**src/rtl/cmsdk_apb4_eg_master_if.sv**
```systemverilog
// cmsdk_apb4_eg_master_if: APB4 bus bundle between the example initiator and a completer
interface cmsdk_apb4_eg_master_if #(
    parameter int ADDRWIDTH = 12
);
    logic                 psel;
    logic                 penable;
    logic                 pwrite;
    logic [ADDRWIDTH-1:0] paddr;
    logic [31:0]          pwdata;
    logic [3:0]           pstrb;
    logic [2:0]           pprot;
    logic [31:0]          prdata;
    logic                 pready;
    logic                 pslverr;

    modport master (
        output psel, penable, pwrite, paddr, pwdata, pstrb, pprot,
        input  prdata, pready, pslverr
    );

    modport slave (
        input  psel, penable, pwrite, paddr, pwdata, pstrb, pprot,
        output prdata, pready, pslverr
    );
endinterface

```
**src/rtl/cmsdk_apb4_eg_master.sv**
```systemverilog
// cmsdk_apb4_eg_master: turns a valid/ready command into one APB4 transfer and returns a valid/ready response
module cmsdk_apb4_eg_master #(
    parameter int ADDRWIDTH = 12,
    parameter int TIMEOUT   = 256
) (
    input  logic                   pclk,
    input  logic                   preset,
    input  logic                   cmd_valid,
    output logic                   cmd_ready,
    input  logic                   cmd_write,
    input  logic [ADDRWIDTH-1:0]   cmd_addr,
    input  logic [31:0]            cmd_wdata,
    input  logic [3:0]             cmd_strb,
    input  logic [2:0]             cmd_prot,
    cmsdk_apb4_eg_master_if.master apb,
    output logic                   rsp_valid,
    input  logic                   rsp_ready,
    output logic [31:0]            rsp_rdata,
    output logic                   rsp_err,
    output logic                   rsp_timeout
);
    localparam int CW = (TIMEOUT > 0) ? $clog2(TIMEOUT + 1) : 1;
    localparam logic [CW-1:0] CNT_LAST = CW'((TIMEOUT > 0) ? TIMEOUT - 1 : 0);
    localparam logic [ADDRWIDTH-1:0] WORD_MASK = {{(ADDRWIDTH-2){1'b1}}, 2'b00};

    localparam logic [1:0] IDLE   = 2'd0;
    localparam logic [1:0] SETUP  = 2'd1;
    localparam logic [1:0] ACCESS = 2'd2;
    localparam logic [1:0] RESP   = 2'd3;

    logic [1:0]    state;
    logic [CW-1:0] cnt;

    // Transfer sequencer: every bus and response output is a register updated here
    always_ff @(posedge pclk) begin
        if (preset) begin
            state       <= IDLE;
            cnt         <= '0;
            cmd_ready   <= 1'b1;
            apb.psel    <= 1'b0;
            apb.penable <= 1'b0;
            apb.pwrite  <= 1'b0;
            apb.paddr   <= '0;
            apb.pwdata  <= '0;
            apb.pstrb   <= '0;
            apb.pprot   <= '0;
            rsp_valid   <= 1'b0;
            rsp_rdata   <= '0;
            rsp_err     <= 1'b0;
            rsp_timeout <= 1'b0;
        end else begin
            case (state)
                IDLE: begin
                    if (cmd_valid) begin
                        apb.paddr  <= cmd_addr & WORD_MASK;
                        apb.pwrite <= cmd_write;
                        apb.pprot  <= cmd_prot;
                        apb.pwdata <= cmd_write ? cmd_wdata : 32'h0;
                        apb.pstrb  <= cmd_write ? cmd_strb : 4'h0;
                        apb.psel   <= 1'b1;
                        cmd_ready  <= 1'b0;
                        state      <= SETUP;
                    end
                end
                SETUP: begin
                    apb.penable <= 1'b1;
                    state       <= ACCESS;
                end
                ACCESS: begin
                    if (apb.pready) begin
                        apb.psel    <= 1'b0;
                        apb.penable <= 1'b0;
                        rsp_valid   <= 1'b1;
                        rsp_rdata   <= apb.pwrite ? 32'h0 : apb.prdata;
                        rsp_err     <= apb.pslverr;
                        rsp_timeout <= 1'b0;
                        state       <= RESP;
                    end else if (TIMEOUT != 0 && cnt == CNT_LAST) begin
                        cnt         <= cnt + 1'b1;
                        apb.psel    <= 1'b0;
                        apb.penable <= 1'b0;
                        rsp_valid   <= 1'b1;
                        rsp_rdata   <= 32'h0;
                        rsp_err     <= 1'b1;
                        rsp_timeout <= 1'b1;
                        state       <= RESP;
                    end else begin
                        cnt <= cnt + 1'b1;
                    end
                end
                RESP: begin
                    if (rsp_ready) begin
                        rsp_valid <= 1'b0;
                        cnt       <= '0;
                        cmd_ready <= 1'b1;
                        state     <= IDLE;
                    end
                end
                default: state <= IDLE;
            endcase
        end
    end
endmodule

```
**src/flat_wrapper.sv**
```systemverilog
// flat-port wrapper written by rule: the top's interface ports become plain ports
module cmsdk_apb4_eg_master_flat 
#(
    parameter int ADDRWIDTH = 12,
    parameter int TIMEOUT   = 256
)
  (pclk, preset, cmd_valid, cmd_ready, cmd_write, cmd_addr, cmd_wdata, cmd_strb, cmd_prot, rsp_valid, rsp_ready, rsp_rdata, rsp_err, rsp_timeout, apb_psel, apb_penable, apb_pwrite, apb_paddr, apb_pwdata, apb_pstrb, apb_pprot, apb_prdata, apb_pready, apb_pslverr);
  cmsdk_apb4_eg_master_if #(.ADDRWIDTH(ADDRWIDTH)) apb_i ();
  input  logic pclk;
  input  logic preset;
  input  logic cmd_valid;
  output logic cmd_ready;
  input  logic cmd_write;
  input  logic [ADDRWIDTH-1:0] cmd_addr;
  input  logic [31:0] cmd_wdata;
  input  logic [3:0] cmd_strb;
  input  logic [2:0] cmd_prot;
  output logic rsp_valid;
  input  logic rsp_ready;
  output logic [31:0] rsp_rdata;
  output logic rsp_err;
  output logic rsp_timeout;
  output wire logic [$bits(apb_i.psel)-1:0] apb_psel;
  output wire logic [$bits(apb_i.penable)-1:0] apb_penable;
  output wire logic [$bits(apb_i.pwrite)-1:0] apb_pwrite;
  output wire logic [$bits(apb_i.paddr)-1:0] apb_paddr;
  output wire logic [$bits(apb_i.pwdata)-1:0] apb_pwdata;
  output wire logic [$bits(apb_i.pstrb)-1:0] apb_pstrb;
  output wire logic [$bits(apb_i.pprot)-1:0] apb_pprot;
  input wire logic [$bits(apb_i.prdata)-1:0] apb_prdata;
  input wire logic [$bits(apb_i.pready)-1:0] apb_pready;
  input wire logic [$bits(apb_i.pslverr)-1:0] apb_pslverr;
  assign apb_psel = apb_i.psel;
  assign apb_penable = apb_i.penable;
  assign apb_pwrite = apb_i.pwrite;
  assign apb_paddr = apb_i.paddr;
  assign apb_pwdata = apb_i.pwdata;
  assign apb_pstrb = apb_i.pstrb;
  assign apb_pprot = apb_i.pprot;
  assign apb_i.prdata = apb_prdata;
  assign apb_i.pready = apb_pready;
  assign apb_i.pslverr = apb_pslverr;
  cmsdk_apb4_eg_master #(.ADDRWIDTH(ADDRWIDTH), .TIMEOUT(TIMEOUT)) u_core (.pclk(pclk), .preset(preset), .cmd_valid(cmd_valid), .cmd_ready(cmd_ready), .cmd_write(cmd_write), .cmd_addr(cmd_addr), .cmd_wdata(cmd_wdata), .cmd_strb(cmd_strb), .cmd_prot(cmd_prot), .apb(apb_i), .rsp_valid(rsp_valid), .rsp_ready(rsp_ready), .rsp_rdata(rsp_rdata), .rsp_err(rsp_err), .rsp_timeout(rsp_timeout));
endmodule
```
**config.mk**
```make
export PLATFORM = sky130hd
export DESIGN_NAME = cmsdk_apb4_eg_master_flat
export DESIGN_NICKNAME = d
export VERILOG_FILES = /design/src/rtl/cmsdk_apb4_eg_master_if.sv /design/src/rtl/cmsdk_apb4_eg_master.sv /design/src/flat_wrapper.sv
export SDC_FILE = /design/constraint.sdc
export NUM_CORES = 1
export LEC_CHECK = 0
export BUFFER_PORTS_ARGS = -buffer_cell sky130_fd_sc_hd__buf_2
export CAP_MARGIN = 25
export CORE_MARGIN = 3
export CORE_UTILIZATION = 46
export CTS_CLUSTER_SIZE = 10
export DETAILED_ROUTE_END_ITERATION = 12
export PLACE_DENSITY = 0.91
export SLEW_MARGIN = 10
export SYNTH_ARGS = -nofsm -noshare
export SYNTH_HDL_FRONTEND = slang
export SYNTH_SLANG_ARGS = --single-unit
```
**constraint.sdc**
```tcl
create_clock -name pclk -period 2.3 [get_ports pclk]
set_input_delay 0.23 -clock pclk [delete_from_list [all_inputs] [get_ports pclk]]
set_output_delay 0.23 -clock pclk [all_outputs]
set_load 0.03 [all_outputs]
```
### Yosys cells after proc, flatten, opt, wreduce, memory -nomap -nowiden

Index checks and enable logic that the tools add are counted.

| operators by class | value |
|---|---|
| add/subtract/negate cells | 1 |
| equality and inequality tests | 8 |
| mux-type cells | 27 |
| reduce and logical (&&, ||, !) cells | 14 |

Operators with widths:

| cell | count |
|---|---|
| $mux W32 | 4 |
| $mux W9 | 2 |
| $pmux W9 S2 | 1 |
| $reduce_and A3 Y1 | 5 |
| $mux W1 | 10 |
| $reduce_bool A2 Y1 | 5 |
| $add A9 B1 Y9 const B | 1 |
| $eq A9 B8 Y1 const B | 1 |
| $mux W2 | 4 |
| $pmux W1 S2 | 4 |
| $pmux W2 S4 | 1 |
| $ne A2 B2 Y1 const B | 3 |
| $reduce_and A2 Y1 | 3 |
| $eq A2 B2 Y1 const B | 2 |
| $mux W4 | 1 |
| $ne A3 B2 Y1 const B | 1 |
| $eq A2 B1 Y1 const B | 1 |
| $logic_not A2 Y1 | 1 |

| storage, ports and cells | value |
|---|---|
| output and inout port bits | 90 |
| bits of input ports | 90 |
| logic and storage cells | 64 |
| flip-flop bits (word level) | 99 |

### Depth between registers and ports, before layout

Gate-level depths: netlist of the first run.

| depth | value |
|---|---|
| word-level depth | 4 |
| gate-level depth with buffers | 8 |

### Worst setup path before layout of the first run

No wires, ideal clock.

| timing path | value |
|---|---|
| path type | register -> register |
| start | register u_core.cnt[0] |
| end | register u_core.rsp_rdata[0] |
| path buffers | 1 |
| period minus slack after synthesis | 1726 ps |
| slack | 574 ps |
| arrival time | 1661 ps |
| cell stages (with the launch flop) | 9 |
| cells stage by stage | dfxtp_1 ha_1 nand3_1 nor2_1 ha_1 o21ai_1 clkbuf_1 a22oi_1 nor2_1 |

| between the ends | value |
|---|---|
| longest elaborated chain between the ends | 3 |

RTL lines:

| what | RTL line | source |
|---|---|---|
| from (decl) | cmsdk_apb4_eg_master.sv:32 | `logic [CW-1:0] cnt;` |
| from (signal assigned) | cmsdk_apb4_eg_master.sv:79 | `cnt <= cnt + 1'b1;` |
| from (signal assigned) | cmsdk_apb4_eg_master.sv:88 | `cnt <= cnt + 1'b1;` |
| $eq A9 B8 Y1 | cmsdk_apb4_eg_master.sv:78 | `end else if (TIMEOUT != 0 && cnt == CNT_LAST) begin` |
| $reduce_bool A2 Y1 (no line) | n/a |  |
| $reduce_and A2 Y1 (no line) | n/a |  |
| to (signal assigned) | cmsdk_apb4_eg_master.sv:74 | `rsp_rdata <= apb.pwrite ? 32'h0 : apb.prdata;` |
| to (decl) | cmsdk_apb4_eg_master.sv:18 | `output logic [31:0] rsp_rdata,` |

Every way passes these cells.
A chain may end at the register's enable or synchronous reset.

### Worst setup path in the final report of the first run

| timing path | value |
|---|---|
| start | register u_core.state[1] |
| end | register u_core.cnt[7] |

| between the ends | value |
|---|---|
| longest elaborated chain between the ends | 3 |
| elaborated cells between the ends (all ways) | 7 |

RTL lines:

| what | RTL line | source |
|---|---|---|
| from (decl) | cmsdk_apb4_eg_master.sv:31 | `logic [1:0] state;` |
| from (signal assigned) | cmsdk_apb4_eg_master.sv:37 | `state <= IDLE;` |
| from (signal assigned) | cmsdk_apb4_eg_master.sv:62 | `state <= SETUP;` |
| from (signal assigned) | cmsdk_apb4_eg_master.sv:67 | `state <= ACCESS;` |
| $eq A2 B2 Y1 | cmsdk_apb4_eg_master.sv:52 | `case (state)` |
| $ne A2 B2 Y1 (no line) or $reduce_bool A2 Y1 (tied branches) | n/a |  |
| $reduce_and A3 Y1 (no line) | n/a |  |

Parallel ways exist; a longest one is shown, timed or not.

==> results of run 1 <==
==> how the worst max path moves through the flow <==
stage,cells past startpoint,slack [ns],to,startpoint
after floorplan,8,0.57,u_core.rsp_rdata[0],u_core.cnt[0]
after global placement,5,0.49,u_core.cnt[8],u_core.state[0]
after detailed placement,4,0.37,u_core.cnt[7],u_core.state[1]
after CTS,4,0.35,u_core.cnt[7],u_core.state[1]
after global routing,4,0.15,u_core.cnt[1],u_core.state[1]
final,4,0.30,u_core.cnt[7],u_core.state[1]
==> worst register-to-register path: cells and delay by family (launching register included) <==
kind | cells | cell delay [ns]
mux | 2 | 0.95
fa+ha+maj | 1 | 0.39
flops | 1 | 0.40
simple gates | 1 | 0.15
==> layer usage <==
| metal | wire length [µm] | share of wire, % |
|---|---|---|
| met2 | 4890 | 48 |
| met5 | 0 | 0 |
| met1 | 4090 | 40 |
| met4 | 204 | 2.0 |
| met3 | 983 | 9.7 |
==> through the flow <==
step,setup slack (ns),hold slack (ns),total power [mW],util (%),instances
detailed placement,0.368,0.444,3.83,59.5,684
global placement,0.492,0.435,3.76,59.5,684
floorplan,0.574,0.366,3.35,-,439
CTS,0.353,0.0888,4.93,62.0,699
finish,0.298,0.108,4.89,62.0,699
global route,0.148,0.0869,5.17,62.0,699
==> cells by family after synthesis <==
family | synth area share [%]
buffers and inverters | 5.59
flip-flops | 52.7
other | 0.0997
AND/OR/NAND/NOR | 19.2
adder cells (fa/ha/maj) | 1.66
multiplexers | 1.36
AO/OA/AOI/OAI | 19.4
==> synthesized netlist by cell type (4+ instances only) <==
cell	instances	share of area, %
dfxtp_1	99	53
nand2_1	69	6.9
nand3_1	41	5.5
mux2i_1	4	1.1
buf_2	9	1.2
nor2_1	34	3.4
o31ai_1	4	0.80
a21oi_1	62	8.3
a22oi_1	32	6.4
ha_1	5	1.7
o21ai_0	8	1.1
inv_1	8	0.80
clkbuf_1	23	2.3
==> registers in the layout, indices dropped and copies added (netlist names) <==
register and cells:
u_core.state 2, u_core.apb.paddr 10, u_core.apb.pprot 3, u_core.rsp_valid 1
u_core.apb.pstrb 4, u_core.apb.penable 1, u_core.apb.pwdata 32, u_core.apb.psel 1
u_core.rsp_err 1, u_core.cnt 9, u_core.cmd_ready 1, u_core.rsp_rdata 32
u_core.rsp_timeout 1, u_core.apb.pwrite 1
==> power by group <==
part,leakage (nW),switching [mW],internal (mW),total [mW]
Sequential,0.805,0.132,1.95,2.09
Clock,0.0913,0.592,0.499,1.09
Combinational,1.27,1.16,0.551,1.71
Total,2.17,1.89,3.00,4.89
==> area by class of cell <==
| cell class | instances | area [µm²] |
|---|---|---|
| Clock buffer | 9 | 124 |
| Clock inverter | 6 | 67.6 |
| Fill cell | 666 | 2990 |
| Inverter | 8 | 30.0 |
| Multi-Input combinational cell | 293 | 1580 |
| Sequential cell | 99 | 1980 |
| Tap cell | 102 | 128 |
| Timing Repair Buffer | 182 | 953 |
==> flow_summary_export.csv, run 1 <==
group,metric,value,unit
run_status,outcome,"completed",
setup_path,r2r_cells,4,
setup_path,worst_setup_path_start_kind,"register",
setup_path,crit_required,2.52,ns
pwr,p_leak,2.17,nW
place,place_congestion,0.767,
grt,grt_max_degree,90,
min_path,holdCritStartpoint,"cmd_addr[10]",
sta,fin_skew,0.0142,ns
setup_path,r2r_setup_slack,0.30,ns
sta,fin_crit_sh,87.1,%
place,place_area,4670,µm²
grt,grt_pass1_wl,14.9,mm
pwr,power.density,1010,nW/µm²
floorplanning,initial_core_util,47.9,%
cts,numCtsBuffers,9,
cts,cts_tree,"done",
route,vias,3708,
min_path,hp-class,"primary input to register",
sta,setup_tns,0,ns
setup_path,cp_top_family,"multiplexers",
final_layout,layout_common_cells,"175 x buf_2, 99 x dfxtp_1, 69 x nand2_1",
cts,cts_buffer_depth,2,
grt,grt_use_total,20.2,%
sta,max_freq,499,MHz
floorplanning,ios,180,
logic_synthesis,ys.flop_type,"dfxtp_1",
setup_path,critical_path.cell_chain,"ha_1, mux2i_1, nor4_1, mux2i_1",
route,wl_per_cell,14.5,µm
grt,grt_use_met2,34.8,%
sta,fin_crit,2.00,ns
floorplanning,die_h,96.4,µm
final_layout,nets,688,
cts,postCtsSetupBuffers,0,
sta,finalHoldViolCount,0,
final_layout,layout-drive-gt1-share,33.8,%
place,port_buffers,175,
grt,use_met3,5.42,%
logic_synthesis,syn_avg_cell_area,8.59,µm²
grt,met1_usage,23.3,%
flow_run,drv_cap,0,
final_layout,syn_to_final_growth,29.3,%
pwr,ir_drop,387,µV
setup_path,worstPathMaxFanout,12,
cts,clock_insertion_delay_worst_skew,0.35,ns
route,first_pass_iters,5,
route,wl,10.2,mm
cts,cts_resized,0,
floorplanning,die-area,9300,µm²
cts,clk_pin_slew_worst_paths,0.10,ns
setup_path,criticalPathCategory,"register to register",
route,first_iter_violations,158,
sta,slew_headroom,40.7,%
floorplanning,coreArea,7850,µm²
setup_path,timing.rr.end,"u_core.cnt[7]",
logic_synthesis,ys_ff_latch,99,
final_layout,layout_commonest_cell,"buf_2",
setup_path,r2r-start,"u_core.state[1]",
min_path,min_path_cells,3,
setup_path,slowest_stage,"mux2i_1",
logic_synthesis,seq_area_frac_synth,52.7,%
cts,cts_hold_buf,0,
final_layout,num_antenna_cells,0,
sta,setup_viol,0,
logic_synthesis,yosysWarningCount,0,
grt,gr-total-overflow,0,
cts,cts_sinks,99,
route,drc_errors,0,
logic_synthesis,ys_async_sr_fraction,0,%
cts,cts-root-buf,"clkbuf_8",
logic_synthesis,ys_types,40,
setup_path,critPathBufInv,0,
logic_synthesis,synth_edf_count,0,
grt,first_global_vias,3355,
final_layout,finalInstanceArea,4860,µm²
sta,drv_slew,0,
floorplanning,rows,32,
setup_path,critPathMostFrequentCell,"mux2i_1",
sta,rsz0062_at_grt,"no",
logic_synthesis,syn-cell-area,3760,µm²
setup_path,cp.arrival,2.22,ns
place,dp_hpwl,7.06,mm
min_path,min_to,"u_core.apb.paddr[10]",
grt,grt_busiest_layer,"met2",
logic_synthesis,syn_inst,438,
route,drt.antenna.violating_nets,0,
floorplanning,die_w,96.4,µm
route,avgViaCountPerCell,5.30,
sta,worst_pin_slew,0.865,ns
grt,antenna_found_initial,0,
setup_path,cpPeakStageDelay,0.78,ns
cts,htreeDepth,3,
setup_path,cp-end-kind,"register",
Note: power is estimated with default switching activity, not from simulation.
==> run 2, diff against run 1 <==
clock period = 2 ns   (was 2.3 ns; I/O delays follow)
==> run 2 against run 1 <==
Hold slack got worse by 0.033 ns. Fmax rose by 9.7%. Non-clock buffer count rose by 4. Register-to-register slack got worse by 0.12 ns. First-iteration DRC count fell by 18%. Via count rose by 1.1%.
==> flow_summary_export.csv, run 2 (synthesized netlist as in run 1, its figures left out) <==
group,metric,value,unit
route,avgViaCountPerCell,5.32,
floorplanning,rows,32,
sta,fin_crit,1.82,ns
sta,slew_headroom,41.9,%
grt,gr-total-overflow,0,
sta,fin_crit_sh,91.2,%
final_layout,fill_cells,681,
flow_run,drv_cap,0,
final_layout,finalNonFillerCells,704,
floorplanning,initial_core_util,47.9,%
floorplanning,ios,180,
sta,setup_viol,0,
run_status,outcome,"completed",
grt,grt_pass1_wl,15.1,mm
floorplanning,die_h,96.4,µm
setup_path,worst_setup_path_start_kind,"register",
grt,grt_max_degree,56,
min_path,hp-class,"primary input to register",
route,first_iter_violations,130,
cts,clk_pin_slew_worst_paths,0.10,ns
setup_path,crit_required,2.22,ns
route,wl,10.0,mm
place,dp_hpwl,7.28,mm
route,vias,3747,
cts,cts_buffer_depth,2,
cts,clock_insertion_delay_worst_skew,0.35,ns
place,dp_cells,688,
setup_path,cp.arrival,2.04,ns
cts,cts_tree,"done",
setup_path,cpPeakStageDelay,0.38,ns
final_layout,nets,692,
final_layout,layout-drive-gt1-share,34.4,%
cts,numCtsBuffers,9,
floorplanning,die_w,96.4,µm
pwr,ir_drop,532,µV
final_layout,layout_common_cells,"175 x buf_2, 99 x dfxtp_1, 69 x nand2_1",
place,post-place-ws,0.217,ns
pwr,power.density,1170,nW/µm²
route,drc_errors,0,
setup_path,cp-end-kind,"register",
sta,max_freq,548,MHz
final_layout,syn_to_final_growth,31.0,%
route,first_pass_iters,5,
sta,fin_ws,0.176,ns
final_layout,num_antenna_cells,0,
setup_path,slowest_stage,"dfxtp_1",
setup_path,critical_path.cell_chain,"ha_1, nand3_1, nor2_1, ha_1, o21ai_2, buf_6, a22oi_1, nor2_1",
setup_path,criticalPathCategory,"register to register",
floorplanning,coreArea,7850,µm²
grt,antenna_found_initial,0,
route,drt.antenna.violating_nets,0,
sta,drv_slew,0,
final_layout,layout_commonest_cell,"buf_2",
sta,worst_pin_slew,0.847,ns
floorplanning,die-area,9300,µm²
cts,cts-root-buf,"clkbuf_8",
grt,first_global_vias,3433,
sta,fin_skew,0.0120,ns
sta,holdWs,0.0748,ns
setup_path,cp_top_family,"adder cells",
route,wl_per_cell,14.2,µm
pwr,p_leak,2.21,nW
setup_path,critPathBufInv,1,
setup_path,worstPathMaxFanout,24,
grt,grt_use_total,20.5,%
final_layout,reg_top3,"u_core.apb.pwdata x32, u_core.rsp_rdata x32, u_core.apb.paddr x10",
place,place_congestion,0.842,
cts,htreeDepth,3,
cts,cts_sinks,99,
place,port_buffers,175,
sta,finalHoldViolCount,0,
[run 2: cell types whose count changed in the layout (fill, tap and decap cells not counted), sizes merged]
cell / change
clkbuf: +1
clkinvlp: -1
buf: +4
bufinv: +1
[run 2: timing repair]
action	4_1_cts	5_1_grt
hold endpoints to repair	0	0
setup endpoints to repair	0	3
hold buffers	0	0
gates resized for setup	0	2
setup buffers	0	0
[run 2: worst register-to-register path: cells and delay by family (launching register included)]
kind | cells | cell delay, ns
flip-flops | 1 | 0.38
AO/OA/AOI/OAI | 2 | 0.30
adder cells (fa/ha/maj) | 2 | 0.50
buffers and inverters | 1 | 0.19
AND/OR/NAND/NOR | 3 | 0.33
[run 2: routing by layer]
metal	vias up	GRT usage (%)	share of wire, %
met1	1715	22.7	39
met5	-	0	0
met4	0	8.29	2.0
met3	19	5.89	9.8
li1	1832	-	-
met2	181	36.6	49
[run 2: area by class of cell]
class                      count  area, µm²  area share [%]
clock inverter                 6       90.1            1.83
sequential                    99       1980            40.2
clock buffer                  10        128            2.59
timing repair buffer         186        987            20.0
tap                          102        128            2.59
inverter                       8       30.0           0.609
multi-input combinational    293       1580            32.1
[run 2: path summary, 6_finish.rpt]
path / start / end / slack (ns) / depth (start not counted)
worst max-delay path: u_core.cnt[0] / u_core.rsp_rdata[6] / 0.18 / 8
worst max register to register: u_core.cnt[0] / u_core.rsp_rdata[6] / 0.18 / 8
worst min-delay path: cmd_addr[7] / u_core.apb.paddr[7] / 0.07 / 3
worst min register to register: u_core.rsp_err / u_core.rsp_err / 0.45 / 2
[run 2: power breakdown]
group / switching (mW) / leakage (nW) / internal [mW] / total (mW)
Combinational: 1.33 / 1.30 / 0.673 / 2.01
Clock: 0.659 / 0.106 / 0.707 / 1.37
Sequential: 0.149 / 0.805 / 2.25 / 2.40
Total: 2.14 / 2.21 / 3.63 / 5.77
[run 2: through the flow]
stage	total power [mW]	TNS, ns	instance area (µm²)	utilization [%]
after floorplan	3.85	0	3760	-
after global placement	4.37	0	4700	59.9
after detailed placement	4.45	0	4700	59.9
after CTS	5.82	0	4920	62.7
after global routing	6.11	-0.0161	4930	62.8
final	5.77	0	4930	62.8
==> run 3, diff against run 2 <==
ABC_AREA = 1   (was unset)
CORE_MARGIN = unset   (was 3)
==> run 3 against run 2 <==
Hold slack improved by 0.00086 ns. Non-clock buffer count fell by 5. Critical path depth rose by 3. Final cell count rose by 7.7%. Synthesized cell count rose by 11%. Design area fell by 1.6%. Area after synthesis barely moved. Largest power group unchanged. Highest routed layer unchanged.
==> flow_summary_export.csv, run 3 <==
group,metric,value,unit
route,drc_errors,0,
min_path,hp-class,"primary input to register",
logic_synthesis,synth_area_leaders,"dfxtp_1 53%, nand2_1 16%, a21oi_1 10%",
route,vias,3724,
setup_path,worst_setup_path_start_kind,"register",
logic_synthesis,yosysWarningCount,0,
final_layout,syn_to_final_growth,28.8,%
place,port_buffers,175,
cts,cts-root-buf,"clkbuf_8",
setup_path,cp-end-kind,"register",
setup_path,timing.rr.end,"u_core.rsp_rdata[1]",
final_layout,num_antenna_cells,0,
setup_path,cp_top_family,"simple AND/OR/NAND/NOR gates",
setup_path,critical_path.cell_chain,"ha_2, nand3_1, nor2_2, and3_1, ha_1, nor2_1, nor2_2, inv_2, buf_12, nand2_1, a21oi_1",
setup_path,worstPathMaxFanout,32,
floorplanning,die_w,92.5,µm
floorplanning,ios,180,
route,wl,9.22,mm
setup_path,worst-path-stages,11,
pwr,p_int,3.32,mW
sta,fin_skew,0.0112,ns
grt,grt_pass1_wl,14.9,mm
final_layout,nets,747,
route,first_pass_iters,4,
cts,cts_tree,"done",
place,dp_hpwl,6.62,mm
sta,drv_slew,0,
floorplanning,die-area,8550,µm²
min_path,min_path_cells,3,
floorplanning,die_h,92.5,µm
logic_synthesis,ys.flop_type,"dfxtp_1",
floorplanning,coreArea,7810,µm²
setup_path,critPathBufInv,2,
logic_synthesis,seq_area_frac_synth,52.7,%
logic_synthesis,synth_edf_count,0,
logic_synthesis,ys_ff_latch,99,
sta,setup_tns,0,ns
pwr,switching_share,39.3,%
logic_synthesis,syn-cell-area,3760,µm²
final_layout,layout_common_cells,"175 x buf_2, 164 x nand2_1, 97 x dfxtp_1",
grt,grt_use_total,21.6,%
setup_path,cpPeakStageDelay,0.36,ns
grt,grt_max_degree,75,
pwr,p_comb_share,34.8,%
sta,worst_pin_slew,0.761,ns
setup_path,r2r-start,"u_core.cnt[0]",
final_layout,layout_commonest_cell,"buf_2",
sta,fin_crit,1.84,ns
run_status,outcome,"completed",
grt,gr-total-overflow,0,
sta,setup_viol,0,
sta,fin_crit_sh,92.0,%
logic_synthesis,syn_inst,485,
place,place_congestion,0.824,
cts,clock_insertion_delay_worst_skew,0.36,ns
setup_path,endpoint,"u_core.rsp_rdata[1]",
cts,clk_pin_slew_worst_paths,0.10,ns
logic_synthesis,ys_top_cells_by_count,"164 x nand2_1, 99 x dfxtp_1, 78 x a21oi_1",
final_layout,reg_top3,"u_core.apb.pwdata x32, u_core.rsp_rdata x32, u_core.apb.paddr x10",
pwr,p_leak,2.25,nW
setup_path,r2r_cells,11,
setup_path,crit_required,2.21,ns
pwr,pwr-share-clk,21.1,%
setup_path,r2r_setup_slack,0.16,ns
pwr,ir_drop,725,µV
setup_path,crit_path_start,"u_core.cnt[0]",
route,first_iter_violations,158,
cts,cts_sinks,99,
sta,rsz0062_at_grt,"no",
flow_run,drv_cap,0,
route,drt.antenna.violating_nets,0,
logic_synthesis,syn_avg_cell_area,7.76,µm²
setup_path,cp.arrival,2.05,ns
floorplanning,initial_core_util,48.2,%
grt,first_global_vias,3520,
pwr,power.density,1130,nW/µm²
pwr,seqPwrFrac,44.1,%
logic_synthesis,ys_async_sr_fraction,0,%
route,avgViaCountPerCell,4.91,
cts,htreeDepth,3,
sta,finalHoldViolCount,0,
logic_synthesis,ys_types,29,
cts,cts_hold_buf,0,
setup_path,critPathMostFrequentCell,"nor2_2",
grt,antenna_found_initial,0,
cts,numCtsBuffers,9,
logic_synthesis,yosys.area.top_type,"dfxtp_1",
sta,slew_headroom,49.3,%
sta,max_freq,544,MHz
route,wl_per_cell,12.2,µm
place,place_area,4660,µm²
cts,cts_buffer_depth,2,
final_layout,finalInstanceArea,4850,µm²
setup_path,slowest_stage,"dfxtp_2",
floorplanning,rows,32,
pwr,switchingPower,2.15,mW
logic_synthesis,yosysTopAreaCellShare,52.7,%
logic_synthesis,yosysMostFrequentCell,"nand2_1",
setup_path,criticalPathCategory,"register to register",
final_layout,layout-drive-gt1-share,32.5,%
[run 3: changes by cell type in the layout (fill, tap and decap cells not counted), sizes merged, moves of 5 or more]
| cell | delta |
|---|---|
| a21oi | +16 |
| buf | -5 |
| inv | +11 |
| nand3 | -28 |
| o21ai | +8 |
| nor2 | +13 |
| nand2 | +101 |
| a22oi | -32 |
[run 3: stage by stage]
step | worst slack, ns | power, mW | std cells | utilization [%] | hold slack (ns)
6_report | 0.160 | 5.47 | 758 | 62.1 | 0.0757
5_1_grt | 0.00650 | 5.81 | 758 | 62.1 | 0.0696
4_1_cts | 0.0747 | 5.51 | 758 | 62.0 | 0.0595
3_5_place_dp | 0.110 | 4.35 | 743 | 59.7 | 0.452
3_3_place_gp | 0.202 | 4.26 | 743 | 59.7 | 0.444
2_1_floorplan | 0.276 | 3.84 | 486 | - | 0.343
[run 3: repair_timing]
action                     CTS  global route
setup buffers                0             0
setup endpoints to repair    0            33
resized for setup            0             4
[run 3: metal layers]
layer  wire (µm)  global-route usage [%]  vias up  share of wire [%]
li1            -                       -     1872                  -
met1        3720                    22.5     1678                 40
met2        4610                    40.2      151                 50
met3         656                    4.76       23                7.1
met4         242                    10.7        0                2.6
met5           0                       0        -                  0
[run 3: worst min path at each step]
stage                    startpoint                    end  slack, ns
6_report              cmd_wdata[15]  u_core.apb.pwdata[15]       0.08
5_1_grt               cmd_wdata[15]  u_core.apb.pwdata[15]       0.07
4_1_cts                cmd_wdata[5]   u_core.apb.pwdata[5]       0.06
3_5_place_dp   u_core.apb.pwdata[3]   u_core.apb.pwdata[3]       0.45
3_3_place_gp   u_core.rsp_rdata[20]   u_core.rsp_rdata[20]       0.44
2_1_floorplan         cmd_wdata[19]  u_core.apb.pwdata[19]       0.34
[run 3: cells by family (layout without fill, tap and decap cells)]
logic type / Yosys count / count (layout) / share of synthesized area [%]
compound gates: 98 / 98 / 13.2
xor+xnor: 1 / 1 / 0.233
fa+ha+maj: 5 / 5 / 1.66
buf+inv: 45 / 215 / 6.32
flops: 99 / 99 / 52.7
other cells: 1 / 2 / 0.0996
simple gates: 236 / 236 / 25.8
[run 3: final cells by class]
type                    instances  area [µm²]
multi-input cells             342        1550
inverters                      19        71.3
repair buffers                181         933
fillers                       696        2960
clock inverters                 5        40.0
well taps                     102         128
clock buffers                  10         138
flip-flops and latches         99        1980
[run 3: worst register-to-register path, delay by kind of cell (launching register included)]
| family | cells | cell delay, ns |
|---|---|---|
| adders and majority gates | 2 | 0.38 |
| DFF | 1 | 0.36 |
| AOI/OAI and AO/OA | 1 | 0.07 |
| buffers and inverters | 2 | 0.22 |
| and+or+nand+nor | 6 | 0.67 |
[run 3: power by group through the flow]
stage / clock [mW] / combinational (mW) / sequential (mW)
after CTS: 1.20 / 1.91 / 2.41
final: 1.16 / 1.90 / 2.41
after global routing: 1.27 / 2.10 / 2.44
after global placement: 0 / 1.84 / 2.43
after floorplan: 0 / 0.934 / 2.90
after detailed placement: 0 / 1.90 / 2.45
